File: config.mk
export PLATFORM = sky130hd
export DESIGN_NAME = xor_frame_descrambler
export DESIGN_NICKNAME = d
export VERILOG_FILES = /design/src/rtl/xor_frame_descrambler.sv
export SDC_FILE = /design/constraint.sdc
export NUM_CORES = 1
export LEC_CHECK = 0
export CAP_MARGIN = 20
export CORE_MARGIN = 4
export CORE_UTILIZATION = 53
export CTS_BUF_LIST = sky130_fd_sc_hd__clkbuf_4
export DETAILED_ROUTE_END_ITERATION = 10
export HOLD_SLACK_MARGIN = 0.15
export PLACE_DENSITY = 0.83
export SLEW_MARGIN = 25
export SYNTH_ARGS = -nofsm -noshare
export SYNTH_HDL_FRONTEND = slang
export SYNTH_SLANG_ARGS = --single-unit
File: constraint.sdc
create_clock -name clk -period 2.1 [get_ports clk]
set_input_delay 0.42 -clock clk [delete_from_list [all_inputs] [get_ports clk]]
set_output_delay 0.42 -clock clk [all_outputs]
set_load 0.01 [all_outputs]
File: src/rtl/xor_frame_descrambler.sv
// Receive-side frame descrambler: XORs each byte with a Galois LFSR keystream,
// checks the per-frame XOR checksum and forwards bytes through a registered stage.
module xor_frame_descrambler #(
    parameter logic [7:0]  SEED    = 8'hFF,
    parameter logic [7:0]  POLY    = 8'hB8,
    parameter int unsigned MAX_LEN = 255
) (
    input  logic       clk,
    input  logic       rst,
    input  logic       in_valid,
    output logic       in_ready,
    input  logic [7:0] in_data,
    input  logic       in_last,
    output logic       out_valid,
    input  logic       out_ready,
    output logic [7:0] out_data,
    output logic       out_last,
    output logic       frame_done,
    output logic       frame_ok,
    output logic       len_err,
    output logic [7:0] byte_count
);

    localparam logic [7:0] LAST_IDX  = 8'(MAX_LEN - 1);
    localparam logic [7:0] MAX_LEN_B = 8'(MAX_LEN);

    typedef enum logic {
        IDLE = 1'b0,
        BODY = 1'b1
    } state_t;

    state_t     state_q, state_d;
    logic [7:0] lfsr_q, lfsr_d;
    logic [7:0] acc_q, acc_d;
    logic [7:0] count_q, count_d;
    logic       out_valid_q, out_valid_d;
    logic [7:0] out_data_q, out_data_d;
    logic       out_last_q, out_last_d;
    logic       frame_done_q, frame_done_d;
    logic       frame_ok_q, frame_ok_d;
    logic       len_err_q, len_err_d;
    logic [7:0] byte_count_q, byte_count_d;

    logic       accept;
    logic [7:0] desc;
    logic [7:0] lfsr_next;

    // Output stage frees up whenever it is empty or being drained this cycle.
    assign in_ready  = !out_valid_q || out_ready;
    assign accept    = in_valid && in_ready;
    assign desc      = in_data ^ lfsr_q;
    assign lfsr_next = (lfsr_q >> 1) ^ (lfsr_q[0] ? POLY : 8'h00);

    always_comb begin
        state_d      = state_q;
        lfsr_d       = lfsr_q;
        acc_d        = acc_q;
        count_d      = count_q;
        out_valid_d  = out_valid_q;
        out_data_d   = out_data_q;
        out_last_d   = out_last_q;
        frame_done_d = 1'b0;
        frame_ok_d   = frame_ok_q;
        len_err_d    = len_err_q;
        byte_count_d = byte_count_q;

        if (accept) begin
            out_valid_d = 1'b1;
            out_data_d  = desc;
            out_last_d  = in_last;
            lfsr_d      = lfsr_next;

            case (state_q)
                IDLE: begin
                    if (in_last) begin
                        // Single-byte frame: checksum over an empty payload is zero.
                        frame_done_d = 1'b1;
                        frame_ok_d   = (desc == 8'h00);
                        len_err_d    = 1'b0;
                        byte_count_d = 8'd1;
                        lfsr_d       = SEED;
                        acc_d        = 8'h00;
                        count_d      = 8'h00;
                        state_d      = IDLE;
                    end else begin
                        acc_d   = desc;
                        count_d = 8'd1;
                        state_d = BODY;
                    end
                end
                BODY: begin
                    if (in_last) begin
                        frame_done_d = 1'b1;
                        frame_ok_d   = (acc_q == desc);
                        len_err_d    = 1'b0;
                        byte_count_d = count_q + 8'd1;
                        lfsr_d       = SEED;
                        acc_d        = 8'h00;
                        count_d      = 8'h00;
                        state_d      = IDLE;
                    end else if (count_q == LAST_IDX) begin
                        // Length abort: close the frame on this byte.
                        out_last_d   = 1'b1;
                        frame_done_d = 1'b1;
                        frame_ok_d   = 1'b0;
                        len_err_d    = 1'b1;
                        byte_count_d = MAX_LEN_B;
                        lfsr_d       = SEED;
                        acc_d        = 8'h00;
                        count_d      = 8'h00;
                        state_d      = IDLE;
                    end else begin
                        acc_d   = acc_q ^ desc;
                        count_d = count_q + 8'd1;
                        state_d = BODY;
                    end
                end
                default: state_d = IDLE;
            endcase
        end else if (out_ready) begin
            out_valid_d = 1'b0;
        end
    end

    always_ff @(posedge clk) begin
        if (rst) begin
            state_q      <= IDLE;
            lfsr_q       <= SEED;
            acc_q        <= 8'h00;
            count_q      <= 8'h00;
            out_valid_q  <= 1'b0;
            out_data_q   <= 8'h00;
            out_last_q   <= 1'b0;
            frame_done_q <= 1'b0;
            frame_ok_q   <= 1'b0;
            len_err_q    <= 1'b0;
            byte_count_q <= 8'h00;
        end else begin
            state_q      <= state_d;
            lfsr_q       <= lfsr_d;
            acc_q        <= acc_d;
            count_q      <= count_d;
            out_valid_q  <= out_valid_d;
            out_data_q   <= out_data_d;
            out_last_q   <= out_last_d;
            frame_done_q <= frame_done_d;
            frame_ok_q   <= frame_ok_d;
            len_err_q    <= len_err_d;
            byte_count_q <= byte_count_d;
        end
    end

    assign out_valid  = out_valid_q;
    assign out_data   = out_data_q;
    assign out_last   = out_last_q;
    assign frame_done = frame_done_q;
    assign frame_ok   = frame_ok_q;
    assign len_err    = len_err_q;
    assign byte_count = byte_count_q;

endmodule

# [After elaboration in Yosys (flattened, before gate mapping)]
# Cells that the tools add are included.
[word_totals] elab_cells=64 in_bits=13 output_inout_bits=22 ff_bits=46
[op_classes] n_bitwise=5 mux=36 n_eq_ne=4 n_reduce_logical=7 n_addsub=1
[ops] cell="two-way mux 8 bit" n=12
[ops] cell="one-hot mux 8 bit (2 select lines)" n=4
[ops] cell="two-way mux 1 bit" n=16
[ops] cell="XOR 8 bit" n=2
[ops] cell="adder 8 x 1 -> 8 bit, second input constant" n=1
[ops] cell="equality test 8 bit" n=1
[ops] cell="equality test 8 bit, second input constant" n=1
[ops] cell="logical NOT 8 bit" n=1
[ops] cell="one-hot mux 1 bit (2 select lines)" n=4
[ops] cell="XOR 7 x 8 -> 8 bit" n=1
[ops] cell="!= test 3 x 2 -> 1 bit, second input constant" n=1
[ops] cell="AND reduction 3 bit" n=1
[ops] cell="!= test 2 bit, second input constant" n=1
[ops] cell="NOT 1 bit" n=2
[ops] cell="nonzero test 2 bit" n=1
[ops] cell="OR reduction 2 bit" n=1
[ops] cell="logical AND 1 bit" n=1
[ops] cell="logical NOT 1 bit" n=1
[ops] cell="logical OR 1 bit" n=1

# [Logic depth before layout (Yosys ltp)]
[logic_depth] ltp_word=5 mapped_depth=8 depth_no_buf=7

# [Worst setup path after synthesis]
# OpenSTA, ideal clock, no wires.
[synth_timing] kind="input-to-reg" from="input out_ready" to="register lfsr_q[3]" path_slack_ns=0.517 arrival_ns=1.444 setup_ns=0.139 cell_stages=5 path_buffers=2 required_time_ns=1.961 path_cell_list="nand2b_1 nand2_1 buf_4 clkbuf_1 o211ai_1"
[synth_between] elab_chain_cells=2
[synth_lines] item="from (decl)" line_no="15" source="input logic out_ready,"
[synth_lines] item="logical OR 1 bit" line_no="49" source="assign in_ready = !out_valid_q || out_ready;"
[synth_lines] item="logical AND 1 bit" line_no="50" source="assign accept = in_valid && in_ready;"
[synth_lines] item="to (signal assigned)" line_no="140" source="lfsr_q <= lfsr_d;"
[synth_lines] item="to (decl)" line_no="33" source="logic [7:0] lfsr_q, lfsr_d;"
# No other way between the ends.
# A chain may end at the register's enable or synchronous reset.

# [Worst setup path in the final report]
[layout_timing] from="input out_ready" to="output in_ready"
[layout_between] elab_chain_cells=1
[layout_lines] item="logical OR 1 bit" line_no="49"
[layout_lines] item="to (decl)" line_no="11" source="output logic in_ready,"
# No other way between the ends.

==> run summary <==
• status: finished clean
• crit path setup slack, layout: 0.0528 ns
• Synth warnings: 0
• startpoint of the worst-slack reg-to-reg timing path: count_q[0]
• total global routing overflow: 0
• clock transition at the registers of the reported paths: 0.11 ns
• number of global-route vias before repair: 1809
• Post-Synthesis Cell Area: 2240 um2
• ANT cells: 0
• Critical R2R Capture: count_q[6]
• cell area after layout: 2720 um2
• endpoint of the worst setup timing path: in_ready
• largest stage delay on the critical path: 0.57 ns
• Detail Route Antenna Nets: 0
• Distinct cells, synth: 44
• most prevalent standard cell on the critical path: sky130_fd_sc_hd__clkdlybuf4s50_1
• Final Hold Vio Count: 0
• antenna violations before repair: 0
• detailed placement HPWL: 3.58 mm
• number of max-capacitance violations reported: 0
• shortest clock period the worst path allows after layout: 2.05 ns
• height of the die: 73.0 um
• TritonCTS clock tree: done
• floorplan die width: 73.0 um
• Tcrit/Tclk final: 97.5%
• compound-gate portion of the synthesized area: 18.2%
• maximum resistive drop on vdd: 0.000365 V
• area of placed instances: 2670 um2
• master of the slowest instance on the critical path: sky130_fd_sc_hd__clkdlybuf4s50_1
• final number of setup-violating endpoints: 0
• register-to-register setup slack: 0.30 ns
• maximum buffer depth of the clock tree: 2
• startpoint of the worst setup timing path: out_ready
• Min-Delay Path Class: reg2reg
• boundary pin count: 35
• htree depth: 2
• Clock Root Buffer: sky130_fd_sc_hd__clkbuf_4
• worst path arrival time: 1.63 ns
• fmax: 488 MHz
• Slew Limit Headroom: 58.0%
• part of the Yosys area used for sequential elements: 41.1%
• dominant combinational cell family by area after synthesis: simple AND/OR/NAND/NOR gates
• count of pins over their slew limit: 0
• Post-CTS Setup Bufs: 0
• wire length per cell after detailed routing: 14.3 um
• Setup Skew: 0.00814 ns
• hold slack: 0.459 ns
• effective utilization at floorplan: 55.3%
• number of standard-cell rows in the floorplan: 23
• flip-flop and latch count after synthesis: 46
• number of sinks on the clock net: 46
• R2R cell count: 7
• number of vias in the routed layout: 1949
• Setup crit end kind: output port
• final std cells w/o fill: 353
• post-synthesis simple-gate area fraction: 24.8%
• Inst Count DP: 346
• layout net count: 318
• post-synthesis instance total: 267
• fraction of synthesized area in multiplexers: 0%
• Total Routing Usage GR: 19.9%
• XOR/XNOR Fraction of Synth Area: 11.0%
• post-detailed-route via-to-cell ratio: 5.52
• Floorplan Core Area: 4060 um2
• insertion delay of the later-clocked pin in the worst-skew pair: 0.36 ns
• fraction of final layout cells with drive strength greater than 1: 10.6%
• CTS Buf Count: 5
• Post-Place Setup Slack: 0.0756 ns
• Synth Area in Adders: 1.12%
• CTS resizes: 0
• chain of cells forming the critical path: clkdlybuf4s50_1 -> nand2b_1 -> clkdlybuf4s50_1
• cell leakage power: 0.996 nW
• wire length of the first global-routing pass: 8.34 mm
• transition time at the pin with the least slew margin: 0.626 ns
• setup repair after global routing missed its margin: false
• Synth Area per Inst: 8.40 um2
• final weighted congestion of routability-driven global placement: 0.932
• setup TNS: 0 ns
• Power per Cell Area: 629 nW/um2
• number of buffers inserted by hold repair at cts: 0
• total wire length: 5.04 mm
• initial drt markers: 162
• number of port buffers: 34
• Net Count, Synth: 282
• growth of design area from synthesis to finish: 21.5%
• first-pass iteration count of the detailed router: 5
• CP Data Required Time: 1.68 ns
• kind of start point of the critical path: input port
• number of design rule violations left after detail routing: 0
• WS Path Type: in2out
• largest net degree at the start of global routing: 32
• worst-path fanout max: 5
• area enclosed by the die boundary: 5330 um2
==> synthesized netlist by cell type <==
| cell | count | area share, % |
|---|---|---|
| sky130_fd_sc_hd__xnor2_1 | 13 | 5.1 |
| sky130_fd_sc_hd__nor2_1 | 21 | 3.5 |
| sky130_fd_sc_hd__and2_1 | 2 | 0.56 |
| sky130_fd_sc_hd__a31oi_1 | 3 | 0.84 |
| sky130_fd_sc_hd__nand3_1 | 16 | 3.6 |
| sky130_fd_sc_hd__o21bai_1 | 1 | 0.33 |
| sky130_fd_sc_hd__and3_1 | 1 | 0.28 |
| sky130_fd_sc_hd__o211ai_1 | 3 | 1.0 |
| sky130_fd_sc_hd__buf_2 | 4 | 0.89 |
| sky130_fd_sc_hd__inv_1 | 4 | 0.67 |
| sky130_fd_sc_hd__ha_1 | 2 | 1.1 |
| sky130_fd_sc_hd__nand4_2 | 1 | 0.56 |
| sky130_fd_sc_hd__nand2_1 | 32 | 5.4 |
| sky130_fd_sc_hd__a21oi_2 | 1 | 0.39 |
| sky130_fd_sc_hd__nand4_1 | 2 | 0.56 |
| sky130_fd_sc_hd__nand2b_1 | 8 | 2.2 |
| sky130_fd_sc_hd__o311ai_1 | 1 | 0.39 |
| sky130_fd_sc_hd__nor2_2 | 1 | 0.28 |
| sky130_fd_sc_hd__o21ai_1 | 1 | 0.22 |
| sky130_fd_sc_hd__nor3_2 | 1 | 0.45 |
| sky130_fd_sc_hd__nand3b_1 | 8 | 2.7 |
| sky130_fd_sc_hd__dfxtp_1 | 46 | 41 |
| sky130_fd_sc_hd__a32oi_1 | 1 | 0.39 |
| sky130_fd_sc_hd__o22a_1 | 1 | 0.39 |
| sky130_fd_sc_hd__nor2b_1 | 2 | 0.56 |
| sky130_fd_sc_hd__nor4_2 | 1 | 0.56 |
| sky130_fd_sc_hd__o21a_1 | 1 | 0.33 |
| sky130_fd_sc_hd__o22ai_4 | 1 | 0.89 |
| sky130_fd_sc_hd__buf_4 | 1 | 0.33 |
| sky130_fd_sc_hd__o21ai_0 | 20 | 4.5 |
| sky130_fd_sc_hd__xor2_1 | 6 | 2.3 |
| sky130_fd_sc_hd__or2_4 | 1 | 0.39 |
| sky130_fd_sc_hd__a21oi_1 | 22 | 4.9 |
| sky130_fd_sc_hd__nor4b_1 | 1 | 0.39 |
| sky130_fd_sc_hd__clkbuf_1 | 10 | 1.7 |
| sky130_fd_sc_hd__nor4_1 | 2 | 0.56 |
| sky130_fd_sc_hd__a211oi_1 | 8 | 2.7 |
| sky130_fd_sc_hd__and3_2 | 1 | 0.33 |
| sky130_fd_sc_hd__xnor2_2 | 5 | 3.6 |
| sky130_fd_sc_hd__and2b_1 | 1 | 0.33 |
| sky130_fd_sc_hd__or3_4 | 1 | 0.50 |
| sky130_fd_sc_hd__a21o_1 | 3 | 1.0 |
| sky130_fd_sc_hd__buf_1 | 1 | 0.17 |
| sky130_fd_sc_hd__nor3_1 | 5 | 1.1 |
==> logic make-up (layout without fill, tap and decap cells) <==
group,Yosys count,after routing
simple gates,108,108
buf+inv,20,56
flops,46,46
fa+ha+maj,2,2
compound gates,67,67
xor+xnor,24,24
==> registers in the layout (all words and copies together) (netlist names) <==
signal      cells
len_err         1
out_last        1
state_q         1
acc_q           8
count_q         8
byte_count      8
out_valid       1
frame_ok        1
lfsr_q          8
out_data        8
frame_done      1
==> stage by stage <==
step	utilization [%]	power (mW)
finish	67.1	1.71
global route	67.1	1.80
CTS	67.1	1.73
floorplan	-	1.17
global placement	65.8	1.31
detailed placement	65.8	1.31
==> critical path, delay by kind of cell <==
kind          cells  cell delay [ns]
buf+inv           2             1.02
simple gates      1             0.19
==> report_power, final <==
| part | internal, mW | leakage, nW | total [mW] | switching [mW] |
|---|---|---|---|---|
| logic | 0.169 | 0.587 | 0.338 | 0.170 |
| registers | 0.917 | 0.377 | 0.955 | 0.0384 |
| clock network | 0.152 | 0.0322 | 0.419 | 0.267 |
==> per-layer routing <==
layer  track usage [%]  wire length (um)  vias up
met4              7.38                84        0
met5                 0                 0        -
met3              4.55               238        8
met2              31.8              2320       44
met1              26.2              2400      905
li1                  -                 -      992
==> layout by cell type, fill, tap and decap left out, drive strengths merged, types with 11 or more instances in the layout <==
cell type      netlist  final
nor2                22     22
nand2               32     32
xnor2               18     18
o21ai               21     21
clkdlybuf4s50        0     34
buf                  6     11
nand3               16     16
a21oi               23     23
dfxtp               46     46
==> area by class of cell <==
class / instances / area [um2]
fillers: 340 / 1330
multi-input cells: 201 / 1240
flip-flops and latches: 46 / 921
repair buffers: 45 / 435
well taps: 50 / 62.6
clock buffers: 7 / 52.6
inverters: 4 / 15.0
==> worst min-delay path by stage <==
stage,from,to,cells after the start,slack (ns)
floorplan,acc_q[7],acc_q[7],2,0.47
global route,byte_count[1],byte_count[1],2,0.48
CTS,byte_count[1],byte_count[1],2,0.46
global placement,byte_count[1],byte_count[1],2,0.44
finish,byte_count[2],byte_count[2],2,0.46
detailed placement,byte_count[1],byte_count[1],2,0.44
(Power assumes the default switching activity.)
